**src/rtl/cylon_gen.sv**
```systemverilog
// cylon_gen: parametrised LED pattern generator (bounce, walk, dual-eye, blink) with lamp test.
// Latency: q and step update one clock after the prescaler carry (tick); step is a 1-clock pulse.
// Backpressure: none; i_freeze holds prescaler, position state, q, and forces step low.
//
// Ports:
//   i_clock  - fabric clock
//   i_reset  - synchronous, active-high reset (overrides i_freeze)
//   i_rate   - step speed, 0 slowest .. 3 fastest; period 2^MXPRE/(rate+1) clocks
//   i_mode   - 0 bounce, 1 walk, 2 dual-eye, 3 blink; sampled only on a tick
//   i_freeze - 1 = hold everything, no steps
//   o_q      - registered LED pattern
//   o_step   - registered pulse on the cycle o_q advances
module cylon_gen #(
  parameter int WIDTH     = 12,
  parameter int MXPRE     = 21,
  parameter bit LAMP_TEST = 1'b1
) (
  input  logic             i_clock,
  input  logic             i_reset,
  input  logic [1:0]       i_rate,
  input  logic [1:0]       i_mode,
  input  logic             i_freeze,
  output logic [WIDTH-1:0] o_q,
  output logic             o_step
);

  localparam int PW = $clog2(WIDTH);
  localparam logic [PW-1:0]    P_ZERO = '0;
  localparam logic [PW-1:0]    P_ONE  = PW'(1);
  localparam logic [PW-1:0]    P_LAST = PW'(WIDTH - 1);
  localparam logic [PW-1:0]    P_PEN  = PW'(WIDTH - 2);
  localparam logic [WIDTH-1:0] Q_ONE  = WIDTH'(1);
  localparam logic [WIDTH-1:0] Q_INIT = LAMP_TEST ? {WIDTH{1'b1}} : Q_ONE;

  typedef enum logic [0:0] {S_LAMP = 1'b0, S_RUN = 1'b1} state_t;

  state_t          r_state;
  logic [MXPRE-1:0] r_pre;
  logic [PW-1:0]   r_pos;
  logic            r_dir;    // 0 = up, 1 = down
  logic            r_phase;  // blink phase, 1 = all on
  logic [1:0]      r_mode;

  logic [MXPRE:0]  w_sum;
  logic            w_tick;
  logic            w_restart;
  logic [PW-1:0]   w_pos_nx;
  logic            w_dir_nx;
  logic            w_phase_nx;
  logic [WIDTH-1:0] w_q_nx;

  // Pattern for a given mode/position/phase.
  function automatic logic [WIDTH-1:0] f_pat(input logic [1:0] m,
                                             input logic [PW-1:0] p,
                                             input logic ph);
    logic [WIDTH-1:0] v;
    v = '0;
    case (m)
      2'd3:    v = ph ? {WIDTH{1'b1}} : '0;
      2'd2:    v = (Q_ONE << p) | (Q_ONE << (P_LAST - p));
      default: v = Q_ONE << p;
    endcase
    return v;
  endfunction

  // Carry out of the add is the tick; no compare, so every rate wraps cleanly.
  assign w_sum  = {1'b0, r_pre} + (MXPRE+1)'(i_rate) + (MXPRE+1)'(1);
  assign w_tick = w_sum[MXPRE];

  always_comb begin
    w_restart  = (r_state == S_LAMP) || (i_mode != r_mode);
    w_pos_nx   = r_pos;
    w_dir_nx   = r_dir;
    w_phase_nx = r_phase;
    if (w_restart) begin
      w_pos_nx   = P_ZERO;
      w_dir_nx   = 1'b0;
      w_phase_nx = 1'b1;
    end else begin
      case (r_mode)
        2'd1: w_pos_nx = (r_pos == P_LAST) ? P_ZERO : r_pos + P_ONE;
        2'd3: w_phase_nx = ~r_phase;
        default: begin
          // Bounce: turn around at the ends so each endpoint shows once per pass.
          if (!r_dir) begin
            if (r_pos == P_LAST) begin
              w_pos_nx = P_PEN;
              w_dir_nx = 1'b1;
            end else begin
              w_pos_nx = r_pos + P_ONE;
            end
          end else begin
            if (r_pos == P_ZERO) begin
              w_pos_nx = P_ONE;
              w_dir_nx = 1'b0;
            end else begin
              w_pos_nx = r_pos - P_ONE;
            end
          end
        end
      endcase
    end
    // On a tick the mode register takes i_mode, so the new pattern uses it.
    w_q_nx = f_pat(i_mode, w_pos_nx, w_phase_nx);
  end

  always_ff @(posedge i_clock) begin
    if (i_reset) begin
      r_state <= LAMP_TEST ? S_LAMP : S_RUN;
      r_pre   <= '0;
      r_pos   <= P_ZERO;
      r_dir   <= 1'b0;
      r_phase <= 1'b1;
      r_mode  <= 2'd0;
      o_step  <= 1'b0;
      o_q     <= Q_INIT;
    end else if (i_freeze) begin
      o_step <= 1'b0;
    end else begin
      r_pre  <= w_sum[MXPRE-1:0];
      o_step <= w_tick;
      if (w_tick) begin
        r_state <= S_RUN;
        r_mode  <= i_mode;
        r_pos   <= w_pos_nx;
        r_dir   <= w_dir_nx;
        r_phase <= w_phase_nx;
        o_q     <= w_q_nx;
      end
    end
  end

endmodule

```
**config.mk**
```make
export PLATFORM = sky130hd
export DESIGN_NAME = cylon_gen
export DESIGN_NICKNAME = d
export VERILOG_FILES = /design/src/rtl/cylon_gen.sv
export SDC_FILE = /design/constraint.sdc
export NUM_CORES = 1
export LEC_CHECK = 0
export ABC_AREA = 1
export BUFFER_PORTS_ARGS = -buffer_cell sky130_fd_sc_hd__buf_4
export CAP_MARGIN = 15
export CORE_MARGIN = 2
export CORE_UTILIZATION = 28
export CTS_CLUSTER_DIAMETER = 30
export DETAILED_ROUTE_END_ITERATION = 16
export GPL_TIMING_DRIVEN = 0
export PLACE_DENSITY_LB_ADDON = 0.05
export SLEW_MARGIN = 10
export SYNTH_ARGS = -nofsm -noshare
export SYNTH_HDL_FRONTEND = slang
export SYNTH_SLANG_ARGS = --single-unit
export TNS_END_PERCENT = 5
```
**constraint.sdc**
```tcl
create_clock -name i_clock -period 2.5 [get_ports i_clock]
set_clock_uncertainty 0.05 [all_clocks]
set_input_delay 0.125 -clock i_clock [delete_from_list [all_inputs] [get_ports i_clock]]
set_output_delay 0.125 -clock i_clock [all_outputs]
set_load 0.03 [all_outputs]
```
# Word-level counts from Yosys, hierarchy flattened
# Index checks and enable logic that the tools add are counted.
# totals
ff_bits,43
out_inout_bits,13
# classes
shift,2
bitwise_logic,4
reduce_logical,6
eq_ne,7
addsub,5
n_mux,15
# op_table
operator,count
12-bit case mux with 2 select lines,1
"1-bit by 4-bit << shifter with 12-bit output, first input constant",2
21-bit by 2-bit adder with 22-bit output,1
"22-bit by 1-bit adder with 22-bit output, second input constant",1
4-bit two-way mux,5
12-bit two-way mux,1
12-bit bitwise OR,1
4-bit case mux with 2 select lines,1
1-bit two-way mux,7
"2-bit equality test, second input constant",3
"4-bit by 1-bit adder with 4-bit output, second input constant",1
"4-bit equality test, second input constant",1
4-bit logical NOT,1
2-bit OR reduction,2
"4-bit by 1-bit subtractor with 4-bit output, second input constant",1
"4-bit subtractor, first input constant",1
1-bit NOT,3
3-bit AND reduction,1
"2-bit by 1-bit equality test with 1-bit output, second input constant",1
"2-bit by 1-bit != test with 1-bit output, second input constant",1
2-bit != test,1
2-bit AND reduction,1
1-bit logical OR,1

# Longest topological paths before layout
# Gate-level depths: netlist of run 1.
# depth
word_depth,9
depth_mapped,16

# Worst setup path before layout of run 1
# Ideal clock, no wire load.
# synth_path
path_kind,flip-flop to flip-flop
startpoint,register r_pos[0]
endpoint,register o_q[0]
setup_slack_ns,0.539
arrival_ns,1.849
stages_incl_launch_ff,17
required_time_ns,2.388
synth_period_minus_slack_ns,1.961
setup_ns,0.062
cell_sequence,dfxtp_1 -> inv_1 -> ha_1 -> or2_2 -> nand2_1 -> nand2_1 -> nand2_1 -> nand2_1 -> nand2_1 -> nand2_1 -> nor2_2 -> nand2_1 -> nand2_1 -> nand2_1 -> nand2_1 -> nand2_1 -> nand3_1
# synth_via
elab_chain_len,9
word_cells_on_any_way,15
classes_between,add/sub (3); eq/ne (1); shift (2); mux (7); bitwise (1); reduce/logical (1)
# synth_rtl
element,line,rtl
from (decl),39,logic [PW-1:0] r_pos;
from (signal assigned),125,r_pos <= w_pos_nx;
"4-bit by 1-bit adder with 4-bit output, or another cell as far along","81, 90",
4-bit two-way mux (on tied branches),"86, 93",
4-bit two-way mux,85,if (!r_dir) begin
4-bit case mux with 2 select lines *,80,case (r_mode)
4-bit two-way mux *,75,if (w_restart) begin
4-bit subtractor,60,2'd2: v = (Q_ONE << p) | (Q_ONE << (P_LAST - p));
1-bit by 4-bit << shifter with 12-bit output,60,
12-bit bitwise OR,60,
12-bit case mux with 2 select lines *,58,case (m)
to (signal assigned),128,o_q <= w_q_nx;
to (decl),23,"output logic [WIDTH-1:0] o_q,"
# Every way passes the cells marked *; elsewhere a longest branch is shown, timed or not.
# A chain may end at the register's enable or synchronous reset.

# Final worst setup path of run 1
# layout_path
startpoint,register r_pos[0]
endpoint,register o_q[8]
# Same word-level chain as after synthesis.

==> out/qor.txt, run 1 <==
switching share of power: 24.2%
Total Nets Final: 437
# Post-CTS Setup Buffers: 0
r2r setup slk: 0.32 ns
area of the multi-input gates: 1560 sq um
Initial DRC Count: 65
# setup viols final: 0
async set-or-reset flop fraction in the synthesized netlist: 0%
RSZ-0062 raised after global routing: no
fin crit period: 2.18 ns
Max Fclk: 0.460 GHz
H-tree Lvls: 2
cell count after placement: 528
top post-synthesis cells by area: dfxtp_1 33%, nand2_1 14%, nand3_1 8.0%
Total Routing Usage GR: 15.5%
Syn Area/Cell: 6.57 sq um
top-area cell type share of the netlist area: 32.9%
Die X: 101 um
outcome: finished, final reports clean
Sink Count: 43
io pins: 20
Initial Utilization: 28.6%
Port Buffers: 19
Least-Margin Pin Slew: 0.603 ns
global-route wire length before repair: 12,400 um
WL/cell: 13.4 um
Comb power frac: 5.6%
Root Driver: clkbuf_8
drt first pass iters: 4
Yosys top cell by area: dfxtp_1
gr ovfl total: 0
Post-synth EDFFs: 0
num rows: 35
register area share after synthesis: 32.9%
largest net degree at the start of global routing: 15
global placer's final weighted congestion: 0.797
WHS: 0.0944 ns
CTS Buffer Depth: 2
Cell variety after synth: 35
drt drc: 0
Hold Fails Final Rpt: 0
ratio of cells with drive above 1 in the final layout: 17.4%
CTS Hold Buffers Added: 0
R2R cell count: 16
Slowest cell on crit path: dfxtp_4
Via density: 4.77
PD cells: 455 nW/um^2
Seq pwr share: 50.4%
Antenna Nets Post-Route: 0
Leakage: 1.20 nW
worst setup margin: 0.325 ns
Mapped Nets: 411
Total Power: 1.38 mW
Cell Count, Final, Fillers Out: 536
Worst Hold Class: input port to flip-flop
Layout Utilization: 33.1%
Clock transition at path regs: 0.10 ns
maximum vdd drop: 197 uV
worst hold start: i_freeze
DP HPWL: 5430 um
MaxCap Viol Count: 0
origin of the critical flop-to-flop path: r_pos[0]
Warnings, synthesis: 0
final std cell area, no fill: 3030 sq um
CTS tree: built
critical path cell sequence: inv_1 -> ha_1 -> or2_2 -> nand2_1 -> nand2_1 -> nand2_1 -> nand2_1 -> nand2_1 -> nand2_2 -> nor2_4 -> nand2_1 -> nand2_1 -> nand2_1 -> nand3_1 -> nand2_1 -> nand2_1
core area: 9150 sq um
hold path cells: 3
CP Max Fanout: 7
critical path class: flip-flop to flip-flop
Fill cells: 1,026
CP arrival: 2.38 ns
WL final: 7180 um
CP Launch Type: flip-flop
Setup WS pre-CTS: 0.0798 ns
commonest cells in the synthesized netlist: 100 x nand2_1, 43 x dfxtp_1, 42 x nand3_1, 39 x a21oi_1, 37 x nor2_1
Hold Path End: r_pre[1]
register bit total from synthesis: 43
number of global-route vias before repair: 2,543
Clk network pwr share: 44.0%
die height: 101 um
Synth Flop Type: dfxtp_1
Int Pwr: 1.04 mW
Layout area overhead: 15.9%
Crit path largest cell delay: 0.40 ns
Worst setup EP type: flip-flop
Sw Pwr: 0.333 mW
Tcrit/Tclk final: 87.0%
Rel. slew slack: 59.8%
total CTS buffers: 5
register area: 866 sq um
most frequent CP cell: nand2_1
Worst-Skew Late Latency: 0.30 ns
placed cell areas: 2900 sq um
initial antenna violation count: 0
Mapped Cells: 398
reg-to-reg endpoint: o_q[8]
full die area: 10,100 sq um
vias: 2,557
fin. max-slew vios: 0
n_diodes: 0
Post-Syn Area: 2620 sq um
Post-Route Setup TNS: 0 ns
most common cell in the netlist: nand2_1
CP required: 2.70 ns
logic make-up after synthesis:
logic type | share of synthesized area (%)
XOR/XNOR | 1.00
AND/OR/NAND/NOR | 41.4
adder cells (fa/ha/maj) | 3.16
flip-flops | 32.9
AO/OA/AOI/OAI | 13.6
buffers and inverters | 7.89
how the worst max path moves through the flow:
stage / slack [ns] / end / startpoint / cells after the start
2_1_floorplan: 0.54 / o_q[0] / r_pos[0] / 16
3_3_place_gp: 0.10 / o_q[8] / r_pos[0] / 16
3_5_place_dp: 0.08 / o_q[8] / r_pos[0] / 16
4_1_cts: 0.06 / o_q[8] / r_pos[0] / 16
5_1_grt: 0.04 / o_q[3] / r_pos[0] / 16
6_report: 0.32 / o_q[8] / r_pos[0] / 16
power groups by stage:
stage                     clock network, mW  logic, mW  registers (mW)
after floorplan                           0     0.0465           0.710
after global placement                    0     0.0774           0.710
after detailed placement                  0     0.0771           0.711
after CTS                             0.624     0.0780           0.695
after global routing                  0.654     0.0893           0.695
final                                 0.607     0.0772           0.694
sequential cells by signal (all words and copies together) (netlist names):
signal	cells
r_mode	2
o_q	12
r_pos	4
r_dir	1
r_pre	21
o_step	1
r_state	1
r_phase	1
cell type report:
| type | count | share of cell area, % |
|---|---|---|
| Buffer | 10 | 1.49 |
| Clock buffer | 6 | 2.73 |
| Clock inverter | 2 | 1.28 |
| Inverter | 43 | 5.33 |
| Multi-Input combinational cell | 302 | 51.3 |
| Sequential cell | 43 | 28.6 |
| Tap cell | 111 | 4.58 |
| Timing Repair Buffer | 19 | 4.71 |
placed cells by master, fill, tap and decap left out, drive strengths merged:
cell type	Yosys	layout
a211oi	1	1
a21o	1	1
a21oi	40	40
a31oi	1	1
buf	4	23
bufinv	0	1
clkbuf	6	12
clkinv	1	1
dfxtp	43	43
fa	1	1
ha	5	5
inv	42	43
nand2	105	105
nand3	47	47
nand3b	1	1
nand4	10	10
nor2	50	50
nor3	11	11
nor4	1	1
o211ai	1	1
o21a	2	2
o21ai	18	18
o21ba	1	1
or2	3	3
xnor2	1	1
xor2	2	2
repair_timing:
action | CTS | global route
setup endpoints to repair | 0 | 11
gates resized for setup | 0 | 5
hold endpoints to repair | 0 | 0
worst max-delay path, delay by kind of cell (launching register included):
family | cells | cell delay (ns)
simple gates | 14 | 1.34
flops | 1 | 0.40
fa+ha+maj | 1 | 0.22
buf+inv | 1 | 0.11
per-layer routing:
| layer | share of wire (%) | GRT usage (%) | vias up |
|---|---|---|---|
| li1 | - | - | 1357 |
| met1 | 51 | 20.7 | 1162 |
| met2 | 45 | 26.2 | 33 |
| met3 | 2.7 | 2.43 | 5 |
| met4 | 0.65 | 3.58 | 0 |
| met5 | 0 | 0 | - |
(Power assumes the default switching activity.)
==> inputs of run 2 (changes only) <==
Settings changed: BUFFER_PORTS_ARGS -buffer_cell sky130_fd_sc_hd__buf_4 to not set, DONT_BUFFER_PORTS set to 1.
==> run 2 against run 1 <==
Clock power decreased by 27%. Fmax decreased by 3.5%. Die area unchanged. Utilization decreased by 1.7 points. Final cell count decreased by 3.2%. Combinational power decreased by 8.0%. Flip-flop and latch count unchanged. Routed wire length decreased by 0.91%. Via count decreased by 0.63%. Global-route usage decreased by 0.60 points. Non-clock buffer count decreased by 16. Sequential share of layout area increased by 1.5 points. Highest routed layer unchanged.
==> out/qor.txt, run 2 (same netlist as run 1, synthesis figures left out) <==
drt first pass iters: 4
Worst Hold Class: input port to flip-flop
origin of the critical flop-to-flop path: r_pos[0]
commonest non-fill, non-tap cells in the layout: 100 x nand2_1, 42 x nand3_1, 41 x dfxtp_1, 39 x a21oi_1, 37 x nor2_1
reg-to-reg endpoint: o_q[8]
gr ovfl total: 0
CP Launch Type: flip-flop
io pins: 20
core area: 9150 sq um
CP required: 2.70 ns
critical path class: flip-flop to flip-flop
Initial DRC Count: 83
R2R cell count: 16
Setup WS pre-CTS: 0.118 ns
most frequent CP cell: nand2_1
Clock transition at path regs: 0.09 ns
Hold Fails Final Rpt: 0
outcome: finished, final reports clean
Post-Route Setup TNS: 0 ns
n_diodes: 0
GRT met1 Usage: 19.0%
Layout area overhead: 10.0%
fin. max-slew vios: 0
Max Fclk: 0.444 GHz
maximum vdd drop: 160 uV
Rel. slew slack: 50.5%
fin crit period: 2.25 ns
top flop regs: r_pre: 21 flops, o_q: 12 flops, r_pos: 4 flops
# setup viols final: 0
critical path cell sequence: inv_1 -> ha_1 -> or2_2 -> nand2_1 -> nand2_1 -> nand2_1 -> nand2_1 -> nand2_1 -> nand2_1 -> nor2_4 -> nand2_1 -> nand2_1 -> nand2_1 -> nand3_1 -> nand2_1 -> nand2_1
num rows: 35
Total Routing Usage GR: 14.9%
Crit path largest cell delay: 0.40 ns
MaxCap Viol Count: 0
initial antenna violation count: 0
vias: 2,541
PD cells: 420 nW/um^2
leading cell type in the layout, fill and taps excluded: nand2_1
Via density: 4.90
Root Driver: clkbuf_8
Port Buffers: 0
met3 GRT Util: 3.74%
die height: 101 um
largest register by flop count: r_pre
CTS Buffer Depth: 2
max FFs per register: 21
ratio of cells with drive above 1 in the final layout: 13.0%
Sink Count: 43
DP HPWL: 5340 um
number of global-route vias before repair: 2,452
CTS tree: built
worst setup margin: 0.245 ns
Leakage: 1.11 nW
Worst-Skew Late Latency: 0.30 ns
global placer's final weighted congestion: 0.777
Tcrit/Tclk final: 90.2%
WL final: 7110 um
Total Nets Final: 421
Slowest cell on crit path: dfxtp_4
worst setup path end: o_q[8]
H-tree Lvls: 2
Antenna Nets Post-Route: 0
Least-Margin Pin Slew: 0.742 ns
total CTS buffers: 5
full die area: 10,100 sq um
Initial Utilization: 28.6%
Fill cells: 1,026
Die X: 101 um
most used routing layer: met2
WL/cell: 13.7 um
Worst setup EP type: flip-flop
met2 global-route usage: 25.3%
CP startpoint: r_pos[0]
CP Max Fanout: 7
RSZ-0062 raised after global routing: no
largest net degree at the start of global routing: 14
r2r setup slk: 0.25 ns
drt drc: 0
CP arrival: 2.45 ns
global-route wire length before repair: 12,000 um
==> run 2: changes by cell type in the layout (fill, tap and decap cells not counted), sizes merged <==
| cell | previous run | this run |
|---|---|---|
| clkinv | 1 | 3 |
| dlygate4sd3 | 0 | 3 |
| clkbuf | 12 | 11 |
| buf | 23 | 4 |
| inv | 43 | 42 |
| bufinv | 1 | 0 |
==> run 2: cell type report <==
cell class              instances  area [sq um]  share of cell area (%)
inverters                      43           161                    5.61
clock inverters                 2          13.8                   0.478
well taps                     111           139                    4.83
multi-input cells             302          1550                    54.0
repair buffers                  3          30.0                    1.04
plain buffers                  10          45.0                    1.57
flip-flops and latches         43           866                    30.1
clock buffers                   5          68.8                    2.39
==> run 2: repair_timing <==
item | CTS | global route
setup buffers | 0 | 0
endpoints found under the setup margin | 0 | 5
hold buffers | 3 | 0
resized for setup | 0 | 4
endpoints found under the hold margin | 7 | 0
==> run 2: through the flow <==
stage	instances	utilization [%]	area (sq um)	hold slack (ns)	power, mW
2_1_floorplan	398	-	2620	0.238	0.756
3_3_place_gp	509	30.1	2750	0.247	0.777
3_5_place_dp	509	30.1	2750	0.258	0.777
4_1_cts	519	31.3	2870	0.0111	1.24
5_1_grt	519	31.4	2880	0.0126	1.28
6_report	519	31.4	2880	0.0129	1.21
==> run 2: how the worst min path moves through the flow <==
| stage | startpoint | to | cells past startpoint | slack, ns |
|---|---|---|---|---|
| after floorplan | i_freeze | r_pre[1] | 2 | 0.24 |
| after global placement | i_freeze | r_pre[1] | 2 | 0.25 |
| after detailed placement | i_freeze | r_pre[1] | 2 | 0.26 |
| after CTS | i_mode[1] | o_q[1] | 3 | 0.01 |
| after global routing | i_mode[1] | o_q[1] | 3 | 0.01 |
| final | i_mode[1] | o_q[1] | 3 | 0.01 |
==> run 2: power by group <==
part,internal (mW),total [mW],switching [mW]
Combinational,0.0234,0.0710,0.0477
Sequential,0.688,0.693,0.00516
Clock,0.191,0.444,0.252
==> run 2: routing by layer <==
metal  wire, um  vias to the layer above
met5          0                        -
met4         73                        0
met3        296                        8
met2       3300                       35
met1       3450                     1162
li1           -                     1336
==> run 2: critical path: cells and delay by family, from the launching register on <==
family | cells | cell delay [ns]
AND/OR/NAND/NOR | 14 | 1.41
flip-flops | 1 | 0.40
adder cells (fa/ha/maj) | 1 | 0.23
buffers and inverters | 1 | 0.12
